[config.mk]
export PLATFORM = sky130hd
export DESIGN_NAME = cm_region_cfg
export DESIGN_NICKNAME = d
export VERILOG_FILES = /design/src/rtl/cm_region_cfg.sv
export SDC_FILE = /design/constraint.sdc
export NUM_CORES = 1
export LEC_CHECK = 0
export ABC_AREA = 1
export CAP_MARGIN = 15
export CORE_MARGIN = 2
export CORE_UTILIZATION = 50
export DETAILED_ROUTE_END_ITERATION = 7
export HOLD_SLACK_MARGIN = 0.05
export PLACE_DENSITY = 0.79
export SYNTH_ARGS = -nofsm -noshare
export SYNTH_HDL_FRONTEND = slang
export SYNTH_SLANG_ARGS = --single-unit
[constraint.sdc]
create_clock -name clk -period 1.81 [get_ports clk]
set_clock_uncertainty 0.1 [all_clocks]
set_input_delay 0.181 -clock clk [delete_from_list [all_inputs] [get_ports clk]]
set_output_delay 0.181 -clock clk [all_outputs]
set_load 0.05 [all_outputs]
[src/rtl/cm_region_cfg.sv]
// Colour-region configuration decoder: turns byte commands from a FWFT FIFO into colour-write handshakes.
// Define CM_TIMEOUT_EN to build the inter-byte timeout in DATA (error code 11).
//
// state | meaning
// IDLE  | waiting for and consuming a header byte
// DATA  | shifting in the colour data bytes, MSB first
// ISSUE | presenting one colour write until c_ready
// CLEAR | writing zero to every region in turn
// ERR   | one-cycle error report, then back to IDLE
module cm_region_cfg #(
  parameter int  UART_DATA_WIDTH = 8,
  parameter int  NUM_REGIONS     = 4,
  parameter int  COLOR_WIDTH     = 12,
  parameter int  TIMEOUT_CYCLES  = 1000,
  localparam int c_addr_WIDTH    = (NUM_REGIONS > 1) ? $clog2(NUM_REGIONS) : 1
) (
  input  logic                       clk,
  input  logic                       rst,
  input  logic                       Empty,
  input  logic [UART_DATA_WIDTH-1:0] RXD_Data,
  output logic                       Rd_En,
  output logic [c_addr_WIDTH-1:0]    c_addr,
  output logic [COLOR_WIDTH-1:0]     c_data,
  output logic                       c_valid,
  input  logic                       c_ready,
  output logic [1:0]                 Config_Status,
  output logic [1:0]                 Config_Error,
  output logic                       Error_Valid,
  output logic [c_addr_WIDTH-1:0]    Config_Notification,
  output logic                       Config_Notification_Valid
);

  localparam int NB = (COLOR_WIDTH + 7) / 8;
  localparam int SW = NB * 8;
  localparam logic [c_addr_WIDTH-1:0] c_last_addr = c_addr_WIDTH'(NUM_REGIONS - 1);

  if (NUM_REGIONS < 1 || NUM_REGIONS > 64 || COLOR_WIDTH < 1 || COLOR_WIDTH > 32 ||
      TIMEOUT_CYCLES < 1 || UART_DATA_WIDTH < 8) begin : g_bad_params
    $error("cm_region_cfg: parameter out of range");
  end

  typedef enum logic [2:0] {S_IDLE, S_DATA, S_ISSUE, S_CLEAR, S_ERR} state_t;

  state_t                  r_state;
  state_t                  w_state_next;
  logic [5:0]              r_region;
  logic [SW-1:0]           r_shift;
  logic [SW-1:0]           w_shift_next;
  logic [2:0]              r_cnt;
  logic [c_addr_WIDTH-1:0] r_addr;
  logic [COLOR_WIDTH-1:0]  r_data;
  logic [1:0]              r_err;
  logic [1:0]              w_err_next;
  logic [c_addr_WIDTH-1:0] r_notif;
  logic                    r_notif_valid;
  logic                    w_last_byte;
  logic                    w_region_ok;
`ifdef CM_TIMEOUT_EN
  localparam int TW = $clog2(TIMEOUT_CYCLES + 1);
  logic [TW-1:0]           r_tmo;
`endif

  assign w_shift_next = SW'({r_shift, RXD_Data[7:0]});
  assign w_last_byte  = (r_cnt == 3'd0);
  assign w_region_ok  = ({1'b0, r_region} < 7'(NUM_REGIONS));

  // Reset gates Rd_En so no byte is lost while the FSM is held.
  assign Rd_En   = !rst && !Empty && (r_state == S_IDLE || r_state == S_DATA);
  assign c_valid = (r_state == S_ISSUE) || (r_state == S_CLEAR);
  assign Error_Valid               = (r_state == S_ERR);
  assign c_addr                    = r_addr;
  assign c_data                    = r_data;
  assign Config_Error              = r_err;
  assign Config_Notification       = r_notif;
  assign Config_Notification_Valid = r_notif_valid;

  always_comb begin
    Config_Status = 2'b00;
    case (r_state)
      S_DATA:  Config_Status = 2'b01;
      S_ISSUE: Config_Status = 2'b10;
      S_CLEAR: Config_Status = 2'b11;
      default: Config_Status = 2'b00;
    endcase
  end

  always_comb begin
    w_state_next = r_state;
    w_err_next   = r_err;
    case (r_state)
      S_IDLE: begin
        if (!Empty) begin
          case (RXD_Data[7:6])
            2'b00:   w_state_next = S_DATA;
            2'b01:   w_state_next = S_CLEAR;
            default: begin
              w_state_next = S_ERR;
              w_err_next   = 2'b10;
            end
          endcase
        end
      end
      S_DATA: begin
        if (!Empty) begin
          if (w_last_byte) begin
            if (w_region_ok) begin
              w_state_next = S_ISSUE;
            end else begin
              w_state_next = S_ERR;
              w_err_next   = 2'b01;
            end
          end
        end
`ifdef CM_TIMEOUT_EN
        else if (r_tmo == '0) begin
          w_state_next = S_ERR;
          w_err_next   = 2'b11;
        end
`endif
      end
      S_ISSUE: if (c_ready) w_state_next = S_IDLE;
      S_CLEAR: if (c_ready && r_addr == c_last_addr) w_state_next = S_IDLE;
      S_ERR:   w_state_next = S_IDLE;
      default: w_state_next = S_IDLE;
    endcase
  end

  always_ff @(posedge clk) begin
    if (rst) begin
      r_state       <= S_IDLE;
      r_region      <= '0;
      r_shift       <= '0;
      r_cnt         <= '0;
      r_addr        <= '0;
      r_data        <= '0;
      r_err         <= '0;
      r_notif       <= '0;
      r_notif_valid <= 1'b0;
    end else begin
      r_state       <= w_state_next;
      r_err         <= w_err_next;
      r_notif_valid <= c_valid && c_ready;
      if (c_valid && c_ready) r_notif <= r_addr;
      case (r_state)
        S_IDLE: begin
          if (!Empty) begin
            r_region <= RXD_Data[5:0];
            r_cnt    <= 3'(NB - 1);
            r_shift  <= '0;
            if (RXD_Data[7:6] == 2'b01) begin
              r_addr <= '0;
              r_data <= '0;
            end
          end
        end
        S_DATA: begin
          if (!Empty) begin
            r_shift <= w_shift_next;
            r_cnt   <= r_cnt - 3'd1;
            if (w_last_byte && w_region_ok) begin
              r_addr <= r_region[c_addr_WIDTH-1:0];
              r_data <= w_shift_next[COLOR_WIDTH-1:0];
            end
          end
        end
        S_CLEAR: if (c_ready) r_addr <= r_addr + c_addr_WIDTH'(1);
        default: ;
      endcase
    end
  end

`ifdef CM_TIMEOUT_EN
  // Down-counter of consecutive empty cycles in DATA; reloaded by every byte consumed.
  always_ff @(posedge clk) begin
    if (rst) begin
      r_tmo <= '0;
    end else if (Rd_En) begin
      r_tmo <= TW'(TIMEOUT_CYCLES - 1);
    end else if (r_state == S_DATA && r_tmo != '0) begin
      r_tmo <= r_tmo - TW'(1);
    end
  end
`endif

endmodule

==> results.sh, run 1 <==
export IMPL_fin_nets=305
export IMPL_clk_root_buffer_cell="clkbuf_4"
export IMPL_htreeDepth=2
export IMPL_fill_cells=280
export IMPL_wl_per_cell_um=11.1
export IMPL_synth_top_cell_by_area="dfxtp_1"
export IMPL_viasPerCell=4.67
export IMPL_ios=36
export IMPL_crit_required_ns=1.53
export IMPL_critPathBufInv=1
export IMPL_cpLargestDelayFamily="buffers and inverters"
export IMPL_setup_viol=0
export IMPL_drc=0
export IMPL_slowest_stage="clkdlybuf4s50_1"
export IMPL_finalPower_mw=2.88
export IMPL_status="complete, no violations"
export IMPL_max_slew_worst_pin_slew_ns=0.510
export IMPL_dp_hpwl_um=2610
export IMPL_leakagePower_nw=1.18
export IMPL_ff2ff_path_depth=8
export IMPL_placed_area_um2=2140
export IMPL_grt_max_degree=26
export IMPL_syn_num_nets=262
export IMPL_ys_types=22
export IMPL_crit_type="reg -> out"
export IMPL_synthFlopType="dfxtp_1"
export IMPL_drv_cap=0
export IMPL_cts_sinks=35
export IMPL_area_growth_pct=33.9
export IMPL_clk_latency_ns=0.35
export IMPL_dieArea_um2=3860
export IMPL_drv_slew=0
export IMPL_cp_start_kind="flop"
export IMPL_antenna_found_initial=0
export IMPL_cts_tree="built"
export IMPL_yosys_area_top_type_share=0.415
export IMPL_drt_iter0_drc=94
export IMPL_coreArea_um2=3280
export IMPL_clockBufferDepth=2
export IMPL_ir_drop_uv=877
export IMPL_max_freq_ghz=0.563
export IMPL_ant_nets=0
export IMPL_port_buffers=35
export IMPL_die_w_um=62.1
export IMPL_synthCells=247
export IMPL_powerDensity_nw_per_um2=1270
export IMPL_arrival_ns=1.49
export IMPL_max_stage_delay_ns=0.80
export IMPL_yosysMostFrequentCell="nand2_1"
export IMPL_finalWeightedCongestion=0.858
export IMPL_postCtsHoldBufs=0
export IMPL_die_h_um=62.1
export IMPL_vias=1573
export IMPL_finalHoldViolCount=0
export IMPL_whs_ns=0.338
export IMPL_drive_gt1_frac=0.155
export IMPL_antenna_cells=0
export IMPL_first_pass_iters=4
export IMPL_grt_pass1_wl_um=6070
export IMPL_row_count=21
export IMPL_worst_path_stages=1
export IMPL_synth_async_reset_ratio=0
export IMPL_hold_class="in -> reg"
export IMPL_critPathCaptureType="primary output"
export IMPL_synth_edf_count=0
export IMPL_path_cells="clkdlybuf4s50_1"
export IMPL_wirelength_um=3750
export IMPL_ys_warn_count=0
export IMPL_gr_total_overflow=0
export IMPL_fin_area_um2=2260
export IMPL_grt_total_usage=0.194
export IMPL_crit_fanout=2
export IMPL_syn_area_um2=1690
export IMPL_hold_path_depth=3
export IMPL_synth_common_cells="nand2_1, inv_1, nor2_1"
export IMPL_cts_made_buffers=5
export IMPL_slew_headroom=0.659
export IMPL_ys_ff_latch=35
export IMPL_clkTransAtPathRegs_ns=0.11
export IMPL_synth_avg_cell_area_um2=6.84
export IMPL_post_route_period_util=0.981
export IMPL_synth_area_top_cells="dfxtp_1, nand2_1, inv_1, nor2_1, a21oi_1"
export IMPL_ys_seq_area_frac=0.415
export IMPL_rsz0062_at_grt="yes"
export IMPL_grt_pass1_vias=1433
export IMPL_start_util=0.514
export IMPL_min_period_ns=1.78
[power by group]
part / switching, mW / internal (mW) / leakage (nW)
registers: 0.0869 / 0.904 / 0.287
clock network: 0.272 / 0.227 / 0.0375
logic: 0.916 / 0.473 / 0.853
total: 1.27 / 1.60 / 1.18
[metal layers]
metal | track usage | vias up | part of all wire | wire length, µm
met5 | 0 | - | 0 | 0
met4 | 0.0917 | 0 | 0.014 | 53
met3 | 0.0362 | 5 | 0.044 | 163
met2 | 0.323 | 28 | 0.46 | 1730
met1 | 0.243 | 698 | 0.48 | 1800
li1 | - | 842 | - | -
[layout by cell type (no fill, tap or decap), types with 2 or more instances in the layout]
cell | synthesis | final
o21ai_0 | 5 | 5
nand4_1 | 2 | 2
nand3_4 | 2 | 2
inv_4 | 1 | 2
nor2_1 | 40 | 38
clkbuf_4 | 0 | 5
inv_2 | 3 | 3
dfxtp_2 | 0 | 2
nand2_1 | 51 | 51
nand3_1 | 12 | 12
dfxtp_1 | 35 | 33
inv_1 | 43 | 42
ha_1 | 3 | 3
clkdlybuf4s50_1 | 0 | 18
buf_12 | 0 | 5
nand2_4 | 2 | 2
a21oi_1 | 24 | 24
dlymetal6s2s_1 | 0 | 10
o21ai_1 | 6 | 6
clkbuf_8 | 0 | 2
buf_4 | 0 | 9
nand2_2 | 7 | 7
nor2_2 | 1 | 3
[cells by family (layout without fill, tap and decap cells)]
logic type	after synthesis	after routing	share of synthesized area
simple gates	119	120	0.319
buf+inv	54	97	0.136
compound gates	36	36	0.108
flops	35	35	0.415
fa+ha+maj	3	3	0.0222
[repair_timing]
action / CTS / global route
buffers inserted: 0 / 1
endpoints found under the hold margin: 0 / 0
gates resized for setup: 2 / 13
gates cloned: 0 / 1
setup endpoints to repair: 1 / 21
pin swaps: 0 / 0
[registers in the layout (all words and copies together), names as in the netlist]
name and count:
Config_Error 2, r_cnt 3, c_data 12, r_shift 4
r_region 6, c_addr 2, Config_Notification 2, r_state 3
Config_Notification_Valid 1
[path summary, 6_finish.rpt]
kind	slack, ns	startpoint	to
max	0.03	c_data[7]	c_data[7]
min	0.34	RXD_Data[2]	r_region[2]
max reg2reg	0.10	r_cnt[0]	c_data[9]
min reg2reg	0.36	r_cnt[0]	r_cnt[0]
[through the flow]
stage                     utilization  instances  setup WS, ns  TNS [ns]
after detailed placement        0.651        327         0.138         0
final                           0.688        337        0.0342         0
after global placement          0.651        327         0.159         0
after global routing            0.688        337       -0.0497    -0.218
after floorplan                     -        247        0.0270         0
after CTS                       0.675        335       0.00809         0
[final cells by class]
type | instances | area, µm² | share of cell area
clock buffers | 7 | 65.1 | 0.0288
well taps | 46 | 57.6 | 0.0255
inverters | 47 | 181 | 0.0802
flip-flops and latches | 35 | 703 | 0.311
clock inverters | 1 | 7.51 | 0.00332
repair buffers | 42 | 473 | 0.209
multi-input cells | 159 | 773 | 0.342
(Power assumes the default switching activity.)
==> run 2: changes to the inputs <==
--- a/config.mk
+++ b/config.mk
@@ -9,6 +9,7 @@
 export CAP_MARGIN = 15
 export CORE_MARGIN = 2
 export CORE_UTILIZATION = 50
+export CTS_CLUSTER_DIAMETER = 40
 export DETAILED_ROUTE_END_ITERATION = 7
 export HOLD_SLACK_MARGIN = 0.05
 export PLACE_DENSITY = 0.79
==> results of run 2 <==
No change in the layout: final DEF, timing and power equal those of run 1.
==> run 3: changes to the inputs <==
--- a/config.mk
+++ b/config.mk
@@ -7,12 +7,13 @@
 export LEC_CHECK = 0
 export ABC_AREA = 1
 export CAP_MARGIN = 15
-export CORE_MARGIN = 2
-export CORE_UTILIZATION = 50
+export CELL_PAD_IN_SITES_DETAIL_PLACEMENT = 1
+export CELL_PAD_IN_SITES_GLOBAL_PLACEMENT = 1
+export CORE_UTILIZATION = 35
 export CTS_CLUSTER_DIAMETER = 40
 export DETAILED_ROUTE_END_ITERATION = 7
 export HOLD_SLACK_MARGIN = 0.05
-export PLACE_DENSITY = 0.79
+export PLACE_DENSITY_LB_ADDON = 0.1
 export SYNTH_ARGS = -nofsm -noshare
 export SYNTH_HDL_FRONTEND = slang
 export SYNTH_SLANG_ARGS = --single-unit
==> results.sh, run 3 (synthesized netlist as in run 1, its figures left out) <==
export IMPL_htreeDepth=2
export IMPL_finalPower_mw=2.99
export IMPL_gr_total_overflow=0
export IMPL_p_sw_frac=0.442
export IMPL_wirelength_um=4560
export IMPL_final_cell_count_no_fill=346
export IMPL_reg2reg_slack_ns=0.16
export IMPL_ant_nets=0
export IMPL_whs_ns=0.361
export IMPL_max_slew_worst_pin_slew_ns=0.498
export IMPL_cts_made_buffers=5
export IMPL_first_pass_iters=4
export IMPL_drv_slew=0
export IMPL_powerDensity_nw_per_um2=1300
export IMPL_arrival_ns=1.47
export IMPL_grt_total_usage=0.187
export IMPL_clockBufferDepth=2
export IMPL_max_freq_ghz=0.571
export IMPL_reg2reg_from="r_cnt[0]"
export IMPL_die_w_um=71.5
export IMPL_drive_gt1_frac=0.163
export IMPL_start_util=0.375
export IMPL_r2r_end="c_data[10]"
export IMPL_vias=1632
export IMPL_setup_viol=0
export IMPL_slew_headroom=0.667
export IMPL_ff2ff_path_depth=8
export IMPL_placed_area_um2=2140
export IMPL_fin_nets=310
export IMPL_cts_tree="built"
export IMPL_row_count=24
export IMPL_ir_drop_uv=690
export IMPL_status="complete, no violations"
export IMPL_min_period_ns=1.75
export IMPL_clk_latency_ns=0.28
export IMPL_dp_hpwl_um=3190
export IMPL_post_route_period_util=0.968
export IMPL_dieArea_um2=5110
export IMPL_final_common_cell="nand2_1"
export IMPL_cpLargestDelayFamily="simple AND/OR/NAND/NOR gates"
export IMPL_min_to="Config_Notification[1]"
export IMPL_cts_sinks=35
export IMPL_slowest_stage="dfxtp_2"
export IMPL_critPathCaptureType="primary output"
export IMPL_grt_max_degree=26
export IMPL_holdCritStartpoint="Config_Notification[1]"
export IMPL_largest_register_ffs=12
export IMPL_seqPwrFrac=0.334
export IMPL_p_switching_mw=1.32
export IMPL_area_growth_pct=35.7
export IMPL_wl_per_cell_um=13.2
export IMPL_clkTransAtPathRegs_ns=0.07
export IMPL_fill_cells=579
export IMPL_cp_start_kind="flop"
export IMPL_hold_class="reg -> reg"
export IMPL_drt_iter0_drc=38
export IMPL_fin_area_um2=2290
export IMPL_drv_cap=0
export IMPL_max_stage_delay_ns=0.36
export IMPL_drc=0
export IMPL_hold_path_depth=2
export IMPL_p_comb_frac=0.490
export IMPL_mostFrequentLayoutCells="nand2_1, inv_1, nor2_1"
export IMPL_critPathBufInv=3
export IMPL_crit_fanout=5
export IMPL_antenna_found_initial=0
export IMPL_grt_pass1_wl_um=7420
export IMPL_crit_required_ns=1.53
export IMPL_leakagePower_nw=1.04
export IMPL_multiInputGateArea_um2=785
export IMPL_path_cells="inv_2 -> nand2_1 -> nor2_4 -> inv_1 -> nor2_2 -> buf_12"
export IMPL_clk_root_buffer_cell="clkbuf_8"
export IMPL_crit_type="reg -> out"
export IMPL_die_h_um=71.5
export IMPL_antenna_cells=0
export IMPL_port_buffers=35
export IMPL_ios=36
export IMPL_pwr_share_clk=0.177
export IMPL_finalWeightedCongestion=0.817
export IMPL_viasPerCell=4.72
export IMPL_seqCellArea_um2=702
export IMPL_dp_cells=333
export IMPL_coreArea_um2=4500
export IMPL_p_int_mw=1.67
export IMPL_grt_pass1_vias=1586
export IMPL_finalHoldViolCount=0
-- run 3: cell types whose count changed in the layout (fill, tap and decap cells not counted), moves of 3 or more --
cell,before,now
buf_4,9,15
clkbuf_4,5,0
clkbuf_8,2,5
clkdlybuf4s50_1,18,27
dlymetal6s2s_1,10,0
-- run 3: how the worst max path moves through the flow --
stage | to | cells past startpoint | start | slack (ns)
final | Rd_En | 6 | r_state[1] | 0.06
after global placement | c_data[5] | 7 | RXD_Data[7] | 0.06
after CTS | c_data[10] | 8 | r_cnt[0] | 0.01
after floorplan | Error_Valid | 2 | r_state[2] | 0.03
after global routing | Rd_En | 6 | r_state[2] | -0.009
after detailed placement | c_data[10] | 7 | RXD_Data[7] | -0.02
-- run 3: layout make-up --
class / count / share of cell area
clock buffers: 5 / 0.0300
clock inverters: 1 / 0.00328
inverters: 47 / 0.0791
multi-input cells: 159 / 0.342
flip-flops and latches: 35 / 0.306
well taps: 52 / 0.0284
repair buffers: 47 / 0.211
-- run 3: through the flow --
step | setup TNS [ns] | utilization | setup slack, ns
after floorplan | 0 | - | 0.0270
after global placement | 0 | 0.476 | 0.0560
after detailed placement | -0.0229 | 0.476 | -0.0229
after CTS | 0 | 0.493 | 0.0110
after global routing | -0.00897 | 0.509 | -0.00897
final | 0 | 0.509 | 0.0582
-- run 3: layer usage --
metal,GRT usage,vias up,share of wire
met5,0,-,0
met4,0.0458,0,0.010
met3,0.0338,7,0.022
met2,0.321,22,0.48
met1,0.245,757,0.49
li1,-,846,-
-- run 3: timing repair --
| item | in CTS | in global routing |
|---|---|---|
| setup endpoints to repair | 1 | 13 |
| buffers inserted | 0 | 6 |
| hold buffers | 0 | 0 |
| gates cloned | 0 | 1 |
| pin swaps | 0 | 2 |
| resized for setup | 1 | 4 |
-- run 3: power groups by stage --
stage	clock [mW]	combinational [mW]	sequential, mW
5_1_grt	0.573	1.60	1.02
6_report	0.528	1.46	0.998
3_3_place_gp	0	1.37	1.01
3_5_place_dp	0	1.39	1.01
4_1_cts	0.535	1.40	0.997
2_1_floorplan	0	0.695	1.28
-- run 3: tightest hold or removal path, stage by stage (launching register included) --
cell and delay [ns]:
dfxtp_1 0.31, nand2_1 0.06, a21oi_1 0.05
